$ cat src/rtl/mem_access_sb_if.sv
// Request and data-memory bus bundle for the memory-access stage.
interface mem_access_sb_if #(
  parameter int unsigned CNT_W = 3
) ();
  logic             req_valid;
  logic             req_write;
  logic [1:0]       req_size;
  logic             req_signed;
  logic [31:0]      req_addr;
  logic [31:0]      req_wdata;
  logic             req_ready;
  logic [31:0]      rdata;
  logic             rdata_valid;
  logic             addr_err;
  logic [CNT_W-1:0] sb_count;
  logic             sb_empty;
  logic             mem_req;
  logic             mem_we;
  logic [31:0]      mem_addr;
  logic [3:0]       mem_be;
  logic [31:0]      mem_wdata;
  logic             mem_ack;
  logic [31:0]      mem_rdata;

  // Stage view: accepts pipeline accesses and drives the memory port
  modport slave (
    input  req_valid, req_write, req_size, req_signed, req_addr, req_wdata,
    output req_ready, rdata, rdata_valid, addr_err, sb_count, sb_empty,
    output mem_req, mem_we, mem_addr, mem_be, mem_wdata,
    input  mem_ack, mem_rdata
  );

  // Environment view: pipeline plus data memory
  modport master (
    output req_valid, req_write, req_size, req_signed, req_addr, req_wdata,
    input  req_ready, rdata, rdata_valid, addr_err, sb_count, sb_empty,
    input  mem_req, mem_we, mem_addr, mem_be, mem_wdata,
    output mem_ack, mem_rdata
  );
endinterface

$ cat src/rtl/mem_access_sb.sv
// MIPS memory-access stage: sub-word loads/stores, posted store buffer,
// single-outstanding req/ack data-memory port.
module mem_access_sb #(
  parameter int unsigned SB_DEPTH = 4,
  parameter int unsigned CNT_W    = 3
) (
  input logic            clk,
  input logic            reset,
  mem_access_sb_if.slave bus
);

  localparam int unsigned PTR_W = (SB_DEPTH > 1) ? $clog2(SB_DEPTH) : 1;

  localparam logic [1:0] M_IDLE  = 2'd0;
  localparam logic [1:0] M_STORE = 2'd1;
  localparam logic [1:0] M_LOAD  = 2'd2;

  typedef struct packed {
    logic [29:0] waddr;
    logic [3:0]  be;
    logic [31:0] data;
  } sb_entry_t;

  // Store buffer
  sb_entry_t           sb_mem [SB_DEPTH];
  logic [SB_DEPTH-1:0] sb_vld;
  logic [PTR_W-1:0]    wr_ptr;
  logic [PTR_W-1:0]    rd_ptr;
  logic [CNT_W-1:0]    cnt_q;
  logic [CNT_W-1:0]    cnt_nxt;
  logic                sb_empty_q;

  // Port FSM and registered outputs
  logic [1:0]  state;
  logic [1:0]  state_nxt;
  logic        mem_req_q,   mem_req_nxt;
  logic        mem_we_q,    mem_we_nxt;
  logic [31:0] mem_addr_q,  mem_addr_nxt;
  logic [3:0]  mem_be_q,    mem_be_nxt;
  logic [31:0] mem_wdata_q, mem_wdata_nxt;
  logic [31:0] rdata_q,     rdata_nxt;
  logic        rdata_valid_q, rdata_valid_nxt;
  logic        addr_err_q;

  // Pending load
  logic        ld_pend;
  logic        ld_pend_nxt;
  logic [31:0] ld_addr;
  logic [1:0]  ld_size;
  logic        ld_signed;

  // Combinational helpers
  logic                ready_c;
  logic                sb_full_c;
  logic                accept_c;
  logic                misalign_c;
  logic                enq_c;
  logic                ld_acc_c;
  logic                pop_c;
  logic                sb_any_c;
  logic                hazard_c;
  logic [SB_DEPTH-1:0] match_c;
  logic [29:0]         ld_waddr_c;
  sb_entry_t           in_entry_c;
  sb_entry_t           sb_head_c;
  sb_entry_t           st_src_c;
  logic [7:0]          lane_b_c;
  logic [15:0]         lane_h_c;
  logic [31:0]         ld_ext_c;

  // Accept decode; credit comes only from the registered occupancy
  assign sb_full_c = (cnt_q == CNT_W'(SB_DEPTH));
  assign ready_c   = !ld_pend && !(bus.req_write && sb_full_c);
  assign accept_c  = bus.req_valid && ready_c;
  assign enq_c     = accept_c && bus.req_write && !misalign_c;
  assign ld_acc_c  = accept_c && !bus.req_write && !misalign_c;

  // Alignment check; size 3 behaves as word
  always_comb begin
    misalign_c = 1'b0;
    case (bus.req_size)
      2'd0:    misalign_c = 1'b0;
      2'd1:    misalign_c = bus.req_addr[0];
      default: misalign_c = |bus.req_addr[1:0];
    endcase
  end

  // Lane-align incoming store data and build its byte enables
  always_comb begin
    in_entry_c.waddr = bus.req_addr[31:2];
    in_entry_c.be    = 4'b1111;
    in_entry_c.data  = bus.req_wdata;
    case (bus.req_size)
      2'd0: begin
        in_entry_c.be   = 4'b0001 << bus.req_addr[1:0];
        in_entry_c.data = {24'h0, bus.req_wdata[7:0]} << {bus.req_addr[1:0], 3'b000};
      end
      2'd1: begin
        in_entry_c.be   = bus.req_addr[1] ? 4'b1100 : 4'b0011;
        in_entry_c.data = bus.req_addr[1] ? {bus.req_wdata[15:0], 16'h0}
                                          : {16'h0, bus.req_wdata[15:0]};
      end
      default: begin
        in_entry_c.be   = 4'b1111;
        in_entry_c.data = bus.req_wdata;
      end
    endcase
  end

  // Word-address match of the candidate load against every live buffer entry
  assign ld_waddr_c = ld_pend ? ld_addr[31:2] : bus.req_addr[31:2];
  for (genvar g = 0; g < SB_DEPTH; g++) begin : g_match
    assign match_c[g] = sb_vld[g] && (sb_mem[g].waddr == ld_waddr_c);
  end
  assign hazard_c  = |match_c;
  assign sb_any_c  = |sb_vld;
  assign sb_head_c = sb_mem[rd_ptr];
  assign st_src_c  = sb_any_c ? sb_head_c : in_entry_c;

  // Extract and extend the returning load word
  always_comb begin
    lane_b_c = 8'(bus.mem_rdata >> {ld_addr[1:0], 3'b000});
    lane_h_c = ld_addr[1] ? bus.mem_rdata[31:16] : bus.mem_rdata[15:0];
    case (ld_size)
      2'd0:    ld_ext_c = {{24{ld_signed & lane_b_c[7]}}, lane_b_c};
      2'd1:    ld_ext_c = {{16{ld_signed & lane_h_c[15]}}, lane_h_c};
      default: ld_ext_c = bus.mem_rdata;
    endcase
  end

  // Port FSM next state and registered-output next values
  always_comb begin
    state_nxt       = state;
    mem_req_nxt     = mem_req_q;
    mem_we_nxt      = mem_we_q;
    mem_addr_nxt    = mem_addr_q;
    mem_be_nxt      = mem_be_q;
    mem_wdata_nxt   = mem_wdata_q;
    rdata_nxt       = rdata_q;
    rdata_valid_nxt = 1'b0;
    ld_pend_nxt     = ld_pend | ld_acc_c;
    pop_c           = 1'b0;
    case (state)
      M_IDLE: begin
        if ((ld_pend || ld_acc_c) && !hazard_c) begin
          state_nxt    = M_LOAD;
          mem_req_nxt  = 1'b1;
          mem_we_nxt   = 1'b0;
          mem_addr_nxt = {ld_waddr_c, 2'b00};
          mem_be_nxt   = 4'b1111;
        end else if (sb_any_c || enq_c) begin
          state_nxt     = M_STORE;
          mem_req_nxt   = 1'b1;
          mem_we_nxt    = 1'b1;
          mem_addr_nxt  = {st_src_c.waddr, 2'b00};
          mem_be_nxt    = st_src_c.be;
          mem_wdata_nxt = st_src_c.data;
        end
      end
      M_STORE: begin
        if (bus.mem_ack) begin
          state_nxt   = M_IDLE;
          mem_req_nxt = 1'b0;
          pop_c       = 1'b1;
        end
      end
      M_LOAD: begin
        if (bus.mem_ack) begin
          state_nxt       = M_IDLE;
          mem_req_nxt     = 1'b0;
          rdata_nxt       = ld_ext_c;
          rdata_valid_nxt = 1'b1;
          ld_pend_nxt     = 1'b0;
        end
      end
      default: begin
        state_nxt   = M_IDLE;
        mem_req_nxt = 1'b0;
      end
    endcase
  end

  assign cnt_nxt = cnt_q + CNT_W'(enq_c) - CNT_W'(pop_c);

  // FSM state and memory-port/result output registers
  always_ff @(posedge clk or posedge reset) begin
    if (reset) begin
      state         <= M_IDLE;
      mem_req_q     <= 1'b0;
      mem_we_q      <= 1'b0;
      mem_addr_q    <= '0;
      mem_be_q      <= '0;
      mem_wdata_q   <= '0;
      rdata_q       <= '0;
      rdata_valid_q <= 1'b0;
      addr_err_q    <= 1'b0;
    end else begin
      state         <= state_nxt;
      mem_req_q     <= mem_req_nxt;
      mem_we_q      <= mem_we_nxt;
      mem_addr_q    <= mem_addr_nxt;
      mem_be_q      <= mem_be_nxt;
      mem_wdata_q   <= mem_wdata_nxt;
      rdata_q       <= rdata_nxt;
      rdata_valid_q <= rdata_valid_nxt;
      addr_err_q    <= accept_c && misalign_c;
    end
  end

  // Latch the accepted load so the pipeline inputs may change underneath it
  always_ff @(posedge clk or posedge reset) begin
    if (reset) begin
      ld_pend   <= 1'b0;
      ld_addr   <= '0;
      ld_size   <= '0;
      ld_signed <= 1'b0;
    end else begin
      ld_pend <= ld_pend_nxt;
      if (ld_acc_c) begin
        ld_addr   <= bus.req_addr;
        ld_size   <= bus.req_size;
        ld_signed <= bus.req_signed;
      end
    end
  end

  // Store-buffer control: pointers, per-entry valid bits, occupancy
  always_ff @(posedge clk or posedge reset) begin
    if (reset) begin
      wr_ptr     <= '0;
      rd_ptr     <= '0;
      sb_vld     <= '0;
      cnt_q      <= '0;
      sb_empty_q <= 1'b1;
    end else begin
      if (pop_c) begin
        sb_vld[rd_ptr] <= 1'b0;
        rd_ptr <= (rd_ptr == PTR_W'(SB_DEPTH - 1)) ? '0 : rd_ptr + 1'b1;
      end
      if (enq_c) begin
        sb_vld[wr_ptr] <= 1'b1;
        wr_ptr <= (wr_ptr == PTR_W'(SB_DEPTH - 1)) ? '0 : wr_ptr + 1'b1;
      end
      cnt_q      <= cnt_nxt;
      sb_empty_q <= (cnt_nxt == '0);
    end
  end

  // Store-buffer payload storage; liveness is tracked by sb_vld
  always_ff @(posedge clk) begin
    if (enq_c) begin
      sb_mem[wr_ptr] <= in_entry_c;
    end
  end

  assign bus.req_ready   = ready_c;
  assign bus.rdata       = rdata_q;
  assign bus.rdata_valid = rdata_valid_q;
  assign bus.addr_err    = addr_err_q;
  assign bus.sb_count    = cnt_q;
  assign bus.sb_empty    = sb_empty_q;
  assign bus.mem_req     = mem_req_q;
  assign bus.mem_we      = mem_we_q;
  assign bus.mem_addr    = mem_addr_q;
  assign bus.mem_be      = mem_be_q;
  assign bus.mem_wdata   = mem_wdata_q;

endmodule

$ cat src/flat_wrapper.sv
// flat-port wrapper written by rule: the top's interface ports become plain ports
module mem_access_sb_flat 
#(
  parameter int unsigned SB_DEPTH = 4,
  parameter int unsigned CNT_W    = 3
)
  (clk, reset, bus_req_valid, bus_req_write, bus_req_size, bus_req_signed, bus_req_addr, bus_req_wdata, bus_req_ready, bus_rdata, bus_rdata_valid, bus_addr_err, bus_sb_count, bus_sb_empty, bus_mem_req, bus_mem_we, bus_mem_addr, bus_mem_be, bus_mem_wdata, bus_mem_ack, bus_mem_rdata);
  mem_access_sb_if #(.CNT_W(CNT_W)) bus_i ();
  input logic clk;
  input logic reset;
  input wire logic [$bits(bus_i.req_valid)-1:0] bus_req_valid;
  input wire logic [$bits(bus_i.req_write)-1:0] bus_req_write;
  input wire logic [$bits(bus_i.req_size)-1:0] bus_req_size;
  input wire logic [$bits(bus_i.req_signed)-1:0] bus_req_signed;
  input wire logic [$bits(bus_i.req_addr)-1:0] bus_req_addr;
  input wire logic [$bits(bus_i.req_wdata)-1:0] bus_req_wdata;
  output wire logic [$bits(bus_i.req_ready)-1:0] bus_req_ready;
  output wire logic [$bits(bus_i.rdata)-1:0] bus_rdata;
  output wire logic [$bits(bus_i.rdata_valid)-1:0] bus_rdata_valid;
  output wire logic [$bits(bus_i.addr_err)-1:0] bus_addr_err;
  output wire logic [$bits(bus_i.sb_count)-1:0] bus_sb_count;
  output wire logic [$bits(bus_i.sb_empty)-1:0] bus_sb_empty;
  output wire logic [$bits(bus_i.mem_req)-1:0] bus_mem_req;
  output wire logic [$bits(bus_i.mem_we)-1:0] bus_mem_we;
  output wire logic [$bits(bus_i.mem_addr)-1:0] bus_mem_addr;
  output wire logic [$bits(bus_i.mem_be)-1:0] bus_mem_be;
  output wire logic [$bits(bus_i.mem_wdata)-1:0] bus_mem_wdata;
  input wire logic [$bits(bus_i.mem_ack)-1:0] bus_mem_ack;
  input wire logic [$bits(bus_i.mem_rdata)-1:0] bus_mem_rdata;
  assign bus_i.req_valid = bus_req_valid;
  assign bus_i.req_write = bus_req_write;
  assign bus_i.req_size = bus_req_size;
  assign bus_i.req_signed = bus_req_signed;
  assign bus_i.req_addr = bus_req_addr;
  assign bus_i.req_wdata = bus_req_wdata;
  assign bus_req_ready = bus_i.req_ready;
  assign bus_rdata = bus_i.rdata;
  assign bus_rdata_valid = bus_i.rdata_valid;
  assign bus_addr_err = bus_i.addr_err;
  assign bus_sb_count = bus_i.sb_count;
  assign bus_sb_empty = bus_i.sb_empty;
  assign bus_mem_req = bus_i.mem_req;
  assign bus_mem_we = bus_i.mem_we;
  assign bus_mem_addr = bus_i.mem_addr;
  assign bus_mem_be = bus_i.mem_be;
  assign bus_mem_wdata = bus_i.mem_wdata;
  assign bus_i.mem_ack = bus_mem_ack;
  assign bus_i.mem_rdata = bus_mem_rdata;
  mem_access_sb #(.SB_DEPTH(SB_DEPTH), .CNT_W(CNT_W)) u_core (.clk(clk), .reset(reset), .bus(bus_i));
endmodule
$ cat config.mk
export PLATFORM = sky130hd
export DESIGN_NAME = mem_access_sb_flat
export DESIGN_NICKNAME = d
export VERILOG_FILES = /design/src/rtl/mem_access_sb_if.sv /design/src/rtl/mem_access_sb.sv /design/src/flat_wrapper.sv
export SDC_FILE = /design/constraint.sdc
export NUM_CORES = 1
export LEC_CHECK = 0
export BUFFER_PORTS_ARGS = -buffer_cell sky130_fd_sc_hd__clkbuf_2
export CAP_MARGIN = 25
export CORE_ASPECT_RATIO = 0.7
export CORE_MARGIN = 5
export CORE_UTILIZATION = 55
export DETAILED_ROUTE_END_ITERATION = 6
export PLACE_DENSITY = 0.85
export SLEW_MARGIN = 20
export SYNTH_ARGS = -nofsm -noshare
export SYNTH_HDL_FRONTEND = slang
export SYNTH_SLANG_ARGS = --single-unit
export TNS_END_PERCENT = 5
$ cat constraint.sdc
create_clock -name clk -period 6.2 [get_ports clk]
set_clock_uncertainty 0.1 [all_clocks]
set_input_delay 1.24 -clock clk [delete_from_list [all_inputs] [get_ports clk]]
set_output_delay 1.24 -clock clk [all_outputs]
set_load 0.02 [all_outputs]
Yosys cells after proc, flatten, opt, wreduce, memory -nomap -nowiden
Memory sizes are Yosys's and may differ from the RTL's. Cells that the tools add are included.

Memories kept: 1. Logic and storage cells: 121. Output and inout bits: 109. Register bits: 154. Memory bits (writable): 264.

Memories: u_core.sb_mem (depth 4, width 66, read ports 5, clocked after memory_dff 0, write ports 1, line mem_access_sb.sv:25) `sb_entry_t sb_mem [SB_DEPTH];`.

Muxes and demuxes: 36. Add/sub/neg operators: 4. Reductions and logical operators: 35. Equal/unequal tests: 13. Bitwise logic cells: 7. Shifts and indexed selects: 3. $lt $le $gt $ge: 4.

Operators with widths (count): 30-bit == test (4); 32-bit 2-to-1 mux (3); 36-bit case mux with 2 select lines (1); 66-bit 2-to-1 mux (1); 32-bit case mux with 2 select lines (1); 8-bit by 5-bit << shifter with 32-bit output (1); 32-bit by 5-bit right shift with 8-bit output (1); 30-bit 2-to-1 mux (1); 4-bit 2-to-1 mux (5); 16-bit 2-to-1 mux (1); 1-bit logical AND (15); 1-bit 2-to-1 mux (13); 2-bit 2-to-1 mux (5); 4-bit OR reduction (2); 2-bit by 1-bit == test with 1-bit output (second input constant) (3); 2-bit == test (second input constant) (3); 2-bit zero test (3); 2-bit by 3-bit less-than comparator with 1-bit output (second input constant) (2); 2-bit AND reduction (3); 1-bit zero test (5); 2-bit by 1-bit adder with 2-bit output (second input constant) (2); 4-bit AND (1); 1-bit demux with 2-bit select (2); 2-bit by 1-bit >= comparator with 1-bit output (second input constant) (2); other kinds (18) (22).

Depth between registers and ports, before layout
Depth after elaboration: 11. Depth in mapped cells: 14. Gate-level depth less buffers: 11.

Worst setup path after synthesis
OpenSTA, ideal clock, no wires.

Path kind: in2reg. From: in bus_req_write. To: mem u_core.sb_mem[0][0] (netlist name), enable pin. Arrival time: 3.744 ns. Setup slack: 1.924 ns. Stages on the path: 4. Cell sequence: a41oi_1 -> nand2_1 -> nor2_1 -> and3_1.

Longest elaborated chain between the ends: 8.

Ends and longest elaborated chain: start, declared (line flat_wrapper.sv:12) `input wire logic [$bits(bus_i.req_write)-1:0] bus_req_write;`; 1-bit logical AND (line mem_access_sb.sv:73) `assign ready_c = !ld_pend && !(bus.req_write && sb_full_c);`; 1-bit zero test (line mem_access_sb.sv:73); 1-bit logical AND (line mem_access_sb.sv:73); 1-bit logical AND (line mem_access_sb.sv:74) `assign accept_c = bus.req_valid && ready_c;`; 1-bit logical AND * (2 in series) (line mem_access_sb.sv:75) `assign enq_c = accept_c && bus.req_write && !misalign_c;`; 1-bit 2-to-1 mux * (line mem_access_sb.sv:251) `if (enq_c) begin`; 1-bit 2-to-1 mux (not written as such) * (line mem_access_sb.sv:252) `sb_mem[wr_ptr] <= in_entry_c;`; end, declared (line mem_access_sb.sv:25).

Mark *: on every way between the ends. The rest lies on a longest branch, timed or not.

Final worst setup path
From: reg u_core.ld_pend. To: reg u_core.mem_wdata_q[11], in the netlist u_core.bus.mem_wdata[11].

Longest elaborated chain between the ends: 9. Elaborated cells between the ends (all ways): 23. Classes of those cells: eq/ne: 4; mux: 1; bitwise: 1; reduce/logical: 17.

Ends and longest elaborated chain: start, declared (line mem_access_sb.sv:46) `logic ld_pend;`; start signal, assigned (line mem_access_sb.sv:218) `ld_pend <= ld_pend_nxt;`; parallel branches: the longest is 8 deep, another holds 30-bit 2-to-1 mux; 3-bit AND reduction (no line) *; end signal, assigned (line mem_access_sb.sv:203) `mem_wdata_q <= mem_wdata_nxt;`; end, declared (line mem_access_sb.sv:40) `logic [31:0] mem_wdata_q, mem_wdata_nxt;`.

Mark *: on every way between the ends. A chain may end at the register's enable or synchronous reset.

==> out/results.txt <==
PD cells = 500.6 nW/um^2
Fmax = 203.1 MHz
Post-DRT Antenna Nets = 0
Hold path start = u_core.bus.mem_addr[15]
Final Power = 0.01101 W
GRT overflow = 0
Hold Path End = u_core.bus.mem_addr[15]
Routability Congestion = 0.9300
DRT iter0 DRCs = 1544
Site row count = 57
Clk buf depth = 3
Die Wd = 232.8 um
Initial Util = 0.5535
Seq/Total Area, Yosys = 0.6141
Area Growth Syn to Fin = 15.13%
Post-Route WL = 50980 um
Hold_buf cts = 0
Clk network pwr share = 0.217
Hold path depth = 2
Slowest stage delay, CP = 0.98 ns
Max-slew violation count = 0
Cts repair resizes = 0
Cells along the critical path = buf_4, mux2i_1, xor2_1, nand4_1, or4_4, nor4_4, nor4_4, inv_2, nand2_2, mux2_2
Share of post-route cells with drive strength above 1 = 0.2982
Hpwl dp = 33510 um
Combinational group share of total power = 0.405
CTS H-Tree Depth = 2
Worst hold path class = reg2reg
Final Cell Area = 22000 um^2
RSZ-0062 raised after global routing = false
Max Cap Viol = 0
Synth warn = 0
Setup violators final = 0
Cell Area, Placed = 20600 um^2
Worst-Margin Slew = 1.081 ns
Crit Path Class = reg2reg
Dominant synthesized flop cell = edfxtp_1
Syn Inst Count = 1359
IO Pins = 213
Clock Tree Root = clkbuf_16
CORE AREA = 34520 um^2
Worst Setup End Kind = flop
DR WL/cell = 24.66 um
Mapped Area = 19110 um^2
Syn Area/Cell = 14.06 um^2
Worst slew margin = 0.2790
Violated checks = DRC
CTS tree = built
Status = complete, but fails checks
Cell variety after synth = 59
Initial antenna violation count = 3
P_int = 0.006744 W
Tcrit/Tclk final = 0.7943
Die Y = 165.9 um
Reg2reg setup slack = 1.28 ns
Clock slew at reported path FFs = 0.06 ns
Clock latency on the worst-skew pair = 0.54 ns
CTS Sinks = 416
Final setup margin = 1.275 ns
DRC Markers = 30
P_sw = 0.004267 W
Final nets = 1679
Number of CTS-inserted buffers = 41
TNS Setup = 0 ns
P_leak = 8.627 nW
Reg-to-Reg End = u_core.bus.mem_wdata[11]
Sequential share of power = 0.378
CP Data Arrival Time = 5.22 ns
Tmin final = 4.925 ns
Sw frac = 0.3875
Vias per cell = 6.146
Reg2reg path depth = 10
Final Hold Vio Count = 0
Die Area = 38620 um^2
Post-synth ARST share = 0.3654
CP max FO = 32
Gr usage total = 0.2614
Vias in the first global route = 12.87k
Startpoint class of the critical path = flop
Critical Path RT = 6.50 ns
Pre-antenna DRT Iters = 7
Yosys reg bits = 416
Postcts setup bufs = 0
Worst vdd rail ir drop = 0.2696 mV
IO Port Bufs = 210
Worst path slowest cell = dfrtp_2
Most frequent CP cell = nor4_4
Number of synthesized flops with an enable pin = 264
DR vias = 12.70k
First-pass GRT wire length = 78130 um
Dpl ws = 1.449 ns
Worst r2r src = u_core.ld_pend
Largest net degree at the start of global routing = 99
## sequential cells by signal, summed over array words and instances, names as in the netlist
name                    cells
u_core.bus.mem_we           1
u_core.bus.mem_wdata       32
u_core.ld_addr             32
u_core.ld_pend              1
u_core.sb_mem             264
u_core.bus.sb_empty         1
u_core.rd_ptr               2
u_core.bus.rdata_valid      1
u_core.bus.rdata           32
u_core.wr_ptr               2
u_core.ld_signed            1
u_core.bus.sb_count         3
u_core.bus.mem_req          1
u_core.ld_size              2
u_core.sb_vld               4
u_core.bus.addr_err         1
u_core.bus.mem_addr        30
u_core.bus.mem_be           4
u_core.state                2
## metal layers
metal,wire (um),track usage
met5,13,0
met4,1372,0.07418
met3,6694,0.09622
met2,22540,0.3776
met1,20360,0.3775
## power by group through the flow
stage	combinational, W	clock (W)	sequential, W
floorplan	0.00285	0	0.00431
global placement	0.00426	0	0.00417
detailed placement	0.00437	0	0.00420
CTS	0.00440	0.00243	0.00416
global route	0.00481	0.00256	0.00422
finish	0.00446	0.00239	0.00416
## metrics by stage
step / cells / util / hold WS, ns
after floorplan: 1360 / - / 0.3805
after global placement: 1983 / 0.5965 / 0.3645
after detailed placement: 1984 / 0.5967 / 0.3692
after CTS: 2059 / 0.6340 / 0.3818
after global routing: 2067 / 0.6372 / 0.4102
final: 2067 / 0.6372 / 0.3770
## how the worst max path moves through the flow
stage | start | end | slack, ns | cells past startpoint
after floorplan | reset | u_core.bus.addr_err | 0.77 | 1
after global placement | bus_req_addr[14] | u_core.bus.mem_wdata[0] | 1.53 | 10
after detailed placement | u_core.ld_pend | u_core.bus.mem_wdata[11] | 1.45 | 10
after CTS | u_core.ld_pend | u_core.bus.mem_wdata[11] | 1.43 | 10
after global routing | u_core.ld_pend | u_core.bus.mem_addr[18] | 1.14 | 11
final | u_core.ld_pend | u_core.bus.mem_wdata[11] | 1.28 | 10
## cells by family after synthesis
logic type | count (synthesis) | synth area share
xor+xnor | 122 | 0.05593
mux | 189 | 0.1518
buf+inv | 120 | 0.02626
simple gates | 294 | 0.07354
other cells | 1 | 0.0001963
flops | 416 | 0.6141
compound gates | 203 | 0.06863
fa+ha+maj | 14 | 0.009561
## placed cells by master (no fill, tap or decap), drive strengths merged, types with 2 or more instances in the layout
| cell type | instances |
|---|---|
| o31ai | 3 |
| xnor2 | 40 |
| a22oi | 8 |
| nand4 | 24 |
| or4 | 5 |
| and3 | 5 |
| nand2 | 156 |
| a2111oi | 2 |
| nor2 | 42 |
| nand2b | 14 |
| a31oi | 10 |
| dfrtp | 151 |
| a21o | 6 |
| nor3 | 7 |
| a32oi | 3 |
| nor4 | 12 |
| a22o | 8 |
| clkinvlp | 3 |
| o21bai | 3 |
| o22ai | 5 |
| a211oi | 11 |
| ha | 13 |
| xor2 | 82 |
| and2 | 14 |
| diode | 2 |
| a222oi | 15 |
| edfxtp | 264 |
| nor3b | 5 |
| o21ai | 79 |
| mux4 | 66 |
| mux2 | 72 |
| clkbuf | 267 |
| conb | 2 |
| a21oi | 34 |
| nor2b | 9 |
| mux2i | 51 |
| a32o | 10 |
| clkinv | 15 |
| buf | 24 |
| inv | 43 |
## worst max-delay path, delay by kind of cell, from the launching register on
family        cells  cell delay (ns)
xor+xnor          1             0.40
buf+inv           2             0.52
flops             1             0.98
mux               2             1.07
simple gates      5             1.66
## Yosys cell counts, types with 31 or more instances
cell type	n	area share
xor2_1	82	0.038
mux4_2	66	0.078
edfxtp_1	264	0.41
mux2_2	72	0.042
dfrtp_1	151	0.20
inv_1	42	0.0083
o21ai_0	76	0.020
xnor2_1	40	0.018
mux2i_1	31	0.016
clkbuf_1	51	0.010
a21oi_1	34	0.0089
nand2_1	155	0.030
nor2_1	42	0.0083
## final cells by class
type / instances / area, um^2
Clock inverter: 18 / 130.1
Timing Repair Buffer: 234 / 1301
Multi-Input combinational cell: 824 / 6903
Inverter: 44 / 170.2
Clock buffer: 57 / 1157
Tap cell: 472 / 590.6
Fill cell: 2487 / 12520
Antenna cell: 2 / 5.005
Sequential cell: 416 / 11740
Power figures use the tool's default switching activity.
